<file path="src/rtl/gaussian_pkg.sv">
// Shared types and constants for the separable 5x5 Gaussian stream controller.
package gaussian_pkg;

  typedef enum logic [2:0] {
    StIdle,
    StClear,
    StRun,
    StFlush,
    StDone
  } gauss_state_e;

  // Binomial-like 5-tap kernel; taps sum to 256 so each pass is a plain >> 8.
  localparam int unsigned K1 = 6;
  localparam int unsigned K2 = 58;
  localparam int unsigned K3 = 128;

  function automatic int unsigned gauss_lat(input int unsigned w);
    return 2 * w + 2;
  endfunction

  function automatic int unsigned cnt_width(input int unsigned max_val);
    return $clog2(max_val) + 1;
  endfunction

endpackage

</file>
<file path="src/rtl/raster_counter.sv">
// Column/row raster position counter with synchronous clear, wrap and line/frame markers.
module raster_counter
  import gaussian_pkg::*;
#(
  parameter int unsigned Width  = 400,
  parameter int unsigned Height = 300,
  localparam int unsigned ColW  = cnt_width(Width - 1),
  localparam int unsigned RowW  = cnt_width(Height - 1)
) (
  input  logic            clk_i,
  input  logic            clr_i,
  input  logic            en_i,
  output logic [ColW-1:0] col_o,
  output logic [RowW-1:0] row_o,
  output logic            first_o,
  output logic            eol_o,
  output logic            eof_o
);

  localparam logic [ColW-1:0] ColLast = ColW'(Width - 1);
  localparam logic [RowW-1:0] RowLast = RowW'(Height - 1);

  logic [ColW-1:0] col_q, col_d;
  logic [RowW-1:0] row_q, row_d;

  always_comb begin
    col_d = col_q;
    row_d = row_q;
    if (en_i) begin
      if (col_q == ColLast) begin
        col_d = '0;
        row_d = (row_q == RowLast) ? '0 : row_q + 1'b1;
      end else begin
        col_d = col_q + 1'b1;
      end
    end
  end

  always_ff @(posedge clk_i) begin
    if (clr_i) begin
      col_q <= '0;
      row_q <= '0;
    end else begin
      col_q <= col_d;
      row_q <= row_d;
    end
  end

  assign col_o   = col_q;
  assign row_o   = row_q;
  assign first_o = (col_q == '0) && (row_q == '0);
  assign eol_o   = (col_q == ColLast);
  assign eof_o   = (col_q == ColLast) && (row_q == RowLast);

endmodule

</file>
<file path="src/rtl/gaussian_stream_ctrl.sv">
// Frame sequencer for the separable 5x5 Gaussian datapath: feeds pixels, flushes, tags outputs.
// Optional build macro GAUSS_BORDER_ZERO_EN forces border output pixels to zero.
module gaussian_stream_ctrl
  import gaussian_pkg::*;
#(
  parameter int unsigned IMG_W = 400,
  parameter int unsigned IMG_H = 300
) (
  input  logic       clk_i,
  input  logic       reset_i,
  input  logic       start_i,
  output logic       busy_o,
  output logic       frame_done_o,
  input  logic       in_valid_i,
  output logic       in_ready_o,
  input  logic [7:0] in_data_i,
  output logic [7:0] gauss_din_o,
  output logic       gauss_ce_o,
  output logic       gauss_reset_o,
  input  logic [7:0] gauss_dout_i,
  output logic       out_valid_o,
  input  logic       out_ready_i,
  output logic [7:0] out_data_o,
  output logic       out_sof_o,
  output logic       out_eol_o,
  output logic       out_eof_o,
  output logic       out_border_o
);

  localparam int unsigned LAT     = gauss_lat(IMG_W);
  localparam int unsigned NPIX    = IMG_W * IMG_H;
  localparam int unsigned AdvW    = cnt_width(NPIX + LAT);
  localparam int unsigned PixW    = cnt_width(NPIX);
  localparam int unsigned ColW    = cnt_width(IMG_W - 1);
  localparam int unsigned RowW    = cnt_width(IMG_H - 1);

  localparam logic [AdvW-1:0] AdvLat  = AdvW'(LAT);
  localparam logic [AdvW-1:0] AdvLast = AdvW'(NPIX + LAT - 1);
  localparam logic [PixW-1:0] PixLast = PixW'(NPIX - 1);
  localparam logic [ColW-1:0] ColLo   = ColW'(2);
  localparam logic [ColW-1:0] ColHi   = ColW'(IMG_W - 2);
  localparam logic [RowW-1:0] RowLo   = RowW'(2);
  localparam logic [RowW-1:0] RowHi   = RowW'(IMG_H - 2);

  gauss_state_e    state_q, state_d;
  logic [AdvW-1:0] adv_q;
  logic [PixW-1:0] pix_q;
  logic            busy_q, done_q;

  logic            in_run, in_flush, src, emit, may_advance;
  logic            accept, xfer, last_pix, last_adv;
  logic [ColW-1:0] out_col;
  logic [RowW-1:0] out_row;

  always_comb begin
    in_run      = (state_q == StRun);
    in_flush    = (state_q == StFlush);
    src         = in_run ? in_valid_i : in_flush;
    emit        = (adv_q >= AdvLat);
    // Once outputs are being produced, an advance would overwrite the pending output.
    may_advance = !emit || out_ready_i;
    gauss_ce_o  = src && may_advance;
    in_ready_o  = in_run && may_advance;
    out_valid_o = src && emit;
    gauss_din_o = in_run ? in_data_i : 8'd0;
    accept      = in_valid_i && in_ready_o;
    xfer        = out_valid_o && out_ready_i;
    last_pix    = accept && (pix_q == PixLast);
    last_adv    = gauss_ce_o && in_flush && (adv_q == AdvLast);
  end

  always_comb begin
    state_d = state_q;
    unique case (state_q)
      StIdle:  if (start_i) state_d = StClear;
      StClear: state_d = StRun;
      StRun:   if (last_pix) state_d = StFlush;
      StFlush: if (last_adv) state_d = StDone;
      StDone:  state_d = StIdle;
      default: state_d = StIdle;
    endcase
  end

  always_ff @(posedge clk_i) begin
    if (reset_i) begin
      state_q <= StIdle;
      adv_q   <= '0;
      pix_q   <= '0;
      busy_q  <= 1'b0;
      done_q  <= 1'b0;
    end else begin
      state_q <= state_d;
      busy_q  <= (state_d != StIdle);
      done_q  <= (state_d == StDone);
      if (state_q == StClear) begin
        adv_q <= '0;
        pix_q <= '0;
      end else begin
        if (gauss_ce_o) adv_q <= adv_q + 1'b1;
        if (accept)     pix_q <= pix_q + 1'b1;
      end
    end
  end

  assign busy_o        = busy_q;
  assign frame_done_o  = done_q;
  assign gauss_reset_o = reset_i || (state_q == StClear);

  raster_counter #(
    .Width  (IMG_W),
    .Height (IMG_H)
  ) u_out_pos (
    .clk_i   (clk_i),
    .clr_i   (reset_i || (state_q == StClear)),
    .en_i    (xfer),
    .col_o   (out_col),
    .row_o   (out_row),
    .first_o (out_sof_o),
    .eol_o   (out_eol_o),
    .eof_o   (out_eof_o)
  );

  assign out_border_o = (out_col < ColLo) || (out_col >= ColHi) ||
                        (out_row < RowLo) || (out_row >= RowHi);

`ifdef GAUSS_BORDER_ZERO_EN
  assign out_data_o = out_border_o ? 8'd0 : gauss_dout_i;
`else
  assign out_data_o = gauss_dout_i;
`endif

endmodule

</file>
<file path="config.mk">
export PLATFORM = sky130hd
export DESIGN_NAME = gaussian_stream_ctrl
export DESIGN_NICKNAME = d
export VERILOG_FILES = /design/src/rtl/gaussian_pkg.sv /design/src/rtl/raster_counter.sv /design/src/rtl/gaussian_stream_ctrl.sv
export SDC_FILE = /design/constraint.sdc
export NUM_CORES = 1
export LEC_CHECK = 0
export ABC_AREA = 1
export CORE_MARGIN = 4
export CORE_UTILIZATION = 50
export CTS_BUF_LIST = sky130_fd_sc_hd__clkbuf_2 sky130_fd_sc_hd__clkbuf_4 sky130_fd_sc_hd__clkbuf_8
export DETAILED_ROUTE_END_ITERATION = 8
export PLACE_DENSITY = 0.73
export SYNTH_ARGS = -nofsm -noshare
export SYNTH_HDL_FRONTEND = slang
export SYNTH_HIERARCHICAL = 1
export SYNTH_SLANG_ARGS = --single-unit
</file>
<file path="constraint.sdc">
create_clock -name clk_i -period 3.44 [get_ports clk_i]
set_input_delay 0.688 -clock clk_i [delete_from_list [all_inputs] [get_ports clk_i]]
set_output_delay 0.688 -clock clk_i [all_outputs]
set_load 0.03 [all_outputs]
</file>
Yosys cells after proc, flatten, opt, wreduce, memory -nomap -nowiden
Cells that the tools add are included.
- flip-flop bits (word level): 61
- latch bits: 0
- bits in writable memories: 0
- bits in read-only memories: 0
- output and inout bits: 26
- memories kept: 0
- add/sub/neg operators: 4
- multiply operators: 0
- div/mod/pow operators: 0
- order comparisons: 5
- eq/ne operators: 8
- shift-type cells: 0
- mux-type cells: 8
- bitwise gates (word level): 0
- reductions and logical operators: 22
- operators by type and width (kind ; number):
    $add A18 B1 Y18 const B ; 2
    $eq A18 B17 Y1 const B ; 2
    $add A10 B1 Y10 const B ; 2
    $eq A10 B9 Y1 const B ; 2
    $ge A10 B9 Y1 const B ; 2
    $logic_not A10 Y1 ; 2
    $lt A10 B2 Y1 const B ; 2
    $mux W10 ; 2
    $ge A18 B10 Y1 const B ; 1
    $pmux W3 S4 ; 1
    $logic_and A1 B1 Y1 ; 10
    $mux W3 ; 3
    $mux W8 ; 1
    $eq A3 B2 Y1 const B ; 2
    $logic_or A1 B1 Y1 ; 5
    $eq A3 B1 Y1 const B ; 1
    $eq A3 B3 Y1 const B ; 1
    $logic_not A3 Y1 ; 1
    $reduce_bool A3 Y1 ; 1
    $reduce_and A2 Y1 ; 1
    $reduce_or A2 Y1 ; 1
    $logic_not A1 Y1 ; 1
    $mux W1 ; 1

Longest topological paths before layout
- depth after elaboration: 9
- mapped depth: 14
- depth with buffers taken out: 14

Hierarchy
Netlist, hierarchy kept.
- modules (own cells, without submodules) (module ; instances ; cells each ; area each (µm²) ; sequential area each (µm²)):
    gaussian_stream_ctrl ; 1 ; 438 ; 2797.7 ; 820.8
    raster_counter ; 1 ; 169 ; 1177.4 ; 400.4

Worst setup path before layout
OpenSTA, ideal clock, no wires.
- kind: register -> output
- start point: register u_out_pos.col_q[1] (netlist: u_out_pos/col_o[1])
- end point: output out_eof_o
- arrival time: 1.536 ns
- slack: 1.216 ns
- stages on the path, launching flop included: 6
- cells stage by stage: dfxtp_1 ha_1 nand2_1 nor2_1 nand2_1 nor3_1
- cells in the longest elaborated chain, start to end: 2
- RTL lines (item ; line ; source):
    start: declaration ; raster_counter.sv:23 ; logic [ColW-1:0] col_q, col_d;
    start signal: assignment ; raster_counter.sv:44 ; col_q <= col_d;
    $eq A10 B9 Y1 ; raster_counter.sv:53 ; assign eof_o = (col_q == ColLast) && (row_q == RowLast);
    $logic_and A1 B1 Y1 ; raster_counter.sv:53 ;
    end: declaration ; gaussian_stream_ctrl.sv:26 ; output logic out_eof_o,
No other way between the ends.

Final worst setup path
- start point: register adv_q[0]
- end point: output gauss_ce_o
- cells in the longest elaborated chain, start to end: 4
- RTL lines (item ; line ; source):
    start: declaration ; gaussian_stream_ctrl.sv:46 ; logic [AdvW-1:0] adv_q;
    start signal: assignment ; gaussian_stream_ctrl.sv:99 ; if (gauss_ce_o) adv_q <= adv_q + 1'b1;
    $ge A18 B10 Y1 ; gaussian_stream_ctrl.sv:59 ; emit = (adv_q >= AdvLat);
    $logic_not A1 Y1 ; gaussian_stream_ctrl.sv:61 ; may_advance = !emit || out_ready_i;
    $logic_or A1 B1 Y1 ; gaussian_stream_ctrl.sv:61 ;
    $logic_and A1 B1 Y1 ; gaussian_stream_ctrl.sv:62 ; gauss_ce_o = src && may_advance;
    end: declaration ; gaussian_stream_ctrl.sv:18 ; output logic gauss_ce_o,
No other way between the ends.

==> results by group <==
Drt
  • Routed Antenna Nets: 0
  • DRC: 0
  • Via count: 3790
  • Post-Route WL: 8.97 mm
  • Iter 0 DRT Violations: 238
  • Routed len/inst: 12.1 µm
  • Vias per inst: 5.12
  • DRT Pass-1 Iters: 5

Critical path
  • CP peak stage delay: 0.66 ns
  • R2R Setup Slk: 1.20 ns
  • CP Buf/Inv Count: 3
  • Crit path max fanout: 6
  • FF-to-FF path depth: 14
  • Crit path launch type: register
  • FF-to-FF Start: adv_q[0]$_SDFFE_PP0N_
  • WP data required: 2.75 ns
  • Crit path max-delay cell type: clkdlybuf4s50_1
  • FF-to-FF End: u_out_pos/row_o[7]$_SDFFE_PP0P_
  • Critical Path, Cell by Cell: inv_1, ha_1, nor2_1, nand2_1, nand2_1, nand3_2, nand2_4, nand2_4, inv_2, clkdlybuf4s50_1
  • Crit path kind: reg -> out
  • Top delay family on crit path: buffers and inverters
  • Critical Path AT: 2.36 ns
  • Critical Path Sink Type: output port

Floorplanning
  • IO Pins: 47
  • Initial Util: 51.4%
  • CORE AREA: 7730 µm²
  • Rows: 32
  • Vert. Die Dim: 97.2 µm
  • Die Area: 9440 µm²
  • Die width: 97.2 µm

Global route
  • First-pass GRT wire length: 15.7 mm
  • Number of global-route vias before repair: 3569
  • Pin count of the biggest net entering global routing: 33
  • Initial antenna violation count: 0
  • Met1 GRT Util: 25.2%
  • Gr usage total: 19.5%
  • Grt met2 use: 32.7%
  • M3 GR Usage: 2.94%
  • GR Overflow Total: 0
  • Top Usage Layer GRT: met2

Power and ir drop
  • Pwr/cell area: 340 nW/µm²
  • Leakage: 0.00173 µW
  • Maximum VDD drop: 160 µV

Timing
  • Max-slew headroom: 66.9%
  • F_max: 328 MHz
  • Tcrit/Tclk final: 88.7%
  • Clock skew: 0.0103 ns
  • Max Slew Vio Count: 0
  • Setup violations, final: 0
  • Fin crit period: 3.05 ns
  • Actual slew at the worst max-slew pin: 0.492 ns
  • Fin. Hold Viols: 0
  • Setup_tns: 0 ns
  • RSZ-0062 raised after global routing: false

Job
  • Max_cap viols: 0

Logic synthesis
  • Syn_nets: 636
  • Post-synth ARST share: 0%
  • Yosys cell types: 42
  • Seq cells post-synth: 61
  • Synth warnings: 6
  • Avg Inst Size Synth: 6.55 µm²
  • EDFF count, synth: 0
  • Share of the yosys chip area belonging to registers: 30.7%
  • Cell Area, Synth: 3980 µm²
  • Synthesized instance count: 607
  • Synth Flop Type: dfxtp_1

Worst hold path
  • HP Class: reg -> reg
  • Worst hold endpoint: pix_q[17]$_SDFFE_PP0P_
  • Hold Startpoint: pix_q[17]$_SDFFE_PP0P_
  • WHS Path Cells: 2

Clocking
  • Post-CTS Resized: 0
  • Clk pin slew, worst setup/hold paths: 0.07 ns
  • Clk sinks: 61
  • H-tree depth reported by CTS: 3
  • Clk_lat worst skew: 0.34 ns
  • Post-CTS Setup Bufs: 0
  • CTS tree: done
  • CTS Buf Count: 9
  • Hold_buf cts: 0
  • Max clock buf depth: 2
  • Root Buffer: clkbuf_8

Placement
  • Final Wtd Congestion: 0.914
  • PortBufs: 30
  • HPWL after DPL: 6.56 mm

Finish
  • Synth-to-Final Area Change: 12.9%
  • Fill cell count: 742
  • Final Util: 58.1%
  • Layout cells sized above 1: 10.5%
  • Nets@finish: 662
  • Diodes inserted: 0

Run status
  • Status: complete, no violations
==> synthesized netlist by cell type, types with 5 or more instances <==
cell type	n	area share, %
nand2_1	137	13
nor2_1	105	9.9
inv_1	74	7.0
dfxtp_1	61	31
nand3_1	31	3.9
a21oi_1	25	3.1
nor3_1	21	2.6
xor2_1	21	4.6
nand4_1	15	2.4
o21ai_0	13	1.6
nand2_2	11	1.7
buf_4	9	1.7
ha_1	8	2.5
inv_2	8	0.76
a21oi_2	7	1.5
xnor2_1	6	1.3
nor2_2	5	0.79
==> tightest hold or removal path: stages, from the launching register on <==
cell,delay [ns]
dfxtp_1,0.33
nand2_1,0.07
a21oi_1,0.06
==> layer usage <==
metal | wire length [µm] | share of wire [%] | vias up
met5 | 0 | 0 | -
met4 | 91 | 1.0 | 0
met2 | 4190 | 47 | 103
li1 | - | - | 1970
met1 | 4240 | 47 | 1710
met3 | 448 | 5.0 | 7
==> where the power goes <==
group,internal (µW),switching (µW),total [µW],leakage [µW]
combinational,44.8,78.6,123,0.00113
sequential,712,6.12,718,0.000492
clock,401,284,685,0.000109
==> metrics by stage <==
| stage | power, µW | hold WS [ns] | worst slack (ns) | instance area (µm²) | cells |
|---|---|---|---|---|---|
| 2_1_floorplan | 833 | 0.468 | 1.22 | 3980 | 607 |
| 3_3_place_gp | 857 | 0.480 | 0.493 | 4270 | 724 |
| 3_5_place_dp | 858 | 0.493 | 0.497 | 4270 | 724 |
| 4_1_cts | 1540 | 0.503 | 0.361 | 4490 | 740 |
| 5_1_grt | 1580 | 0.529 | 0.244 | 4490 | 740 |
| 6_report | 1530 | 0.502 | 0.388 | 4490 | 740 |
==> layout make-up <==
class | count | area (µm²) | area share [%]
Multi-Input combinational cell | 444 | 2280 | 50.8
Sequential cell | 61 | 1220 | 27.2
Timing Repair Buffer | 35 | 338 | 7.53
Inverter | 82 | 308 | 6.86
Clock buffer | 13 | 173 | 3.85
Tap cell | 102 | 128 | 2.84
Clock inverter | 3 | 42.5 | 0.948
==> cells in the final DEF (no fill, tap or decap), types with 4 or more instances in the layout <==
master,instances
a21oi_1,25
dfxtp_1,61
nor3b_1,4
nand2_2,11
clkdlybuf4s50_1,30
a21oi_2,7
nand3b_1,4
o21ai_0,13
clkbuf_8,12
nor3_1,21
nand4_1,15
a31oi_1,4
nor2_2,5
inv_1,74
nand3_1,31
nand2_1,137
nor2_1,105
o21ai_2,4
inv_2,8
xor2_1,21
xnor2_1,6
ha_1,8
buf_4,5
==> worst max path at each step <==
stage	to	depth (start not counted)	start
detailed placement	gauss_ce_o	8	in_valid_i
floorplan	out_eof_o	5	u_out_pos/col_o[1]$_SDFFE_PP0P_
CTS	gauss_ce_o	10	adv_q[0]$_SDFFE_PP0N_
finish	gauss_ce_o	10	adv_q[0]$_SDFFE_PP0N_
global route	in_ready_o	10	adv_q[0]$_SDFFE_PP0N_
global placement	gauss_ce_o	8	in_valid_i
==> kinds of logic after synthesis <==
| family | count (synthesis) | synth area share [%] |
|---|---|---|
| AOI/OAI and AO/OA | 62 | 9.38 |
| xor gates and xnor gates | 27 | 5.95 |
| adders and majority gates | 8 | 2.52 |
| buffers and inverters | 102 | 12.0 |
| DFF | 61 | 30.7 |
| and+or+nand+nor | 347 | 39.4 |
==> registers in the layout (all words and copies together) (netlist names) <==
name	cells
adv_q	18
busy_o	1
frame_done_o	1
pix_q	18
state_q	3
u_out_pos/col_o	10
u_out_pos/row_o	10
(Power assumes the default switching activity.)
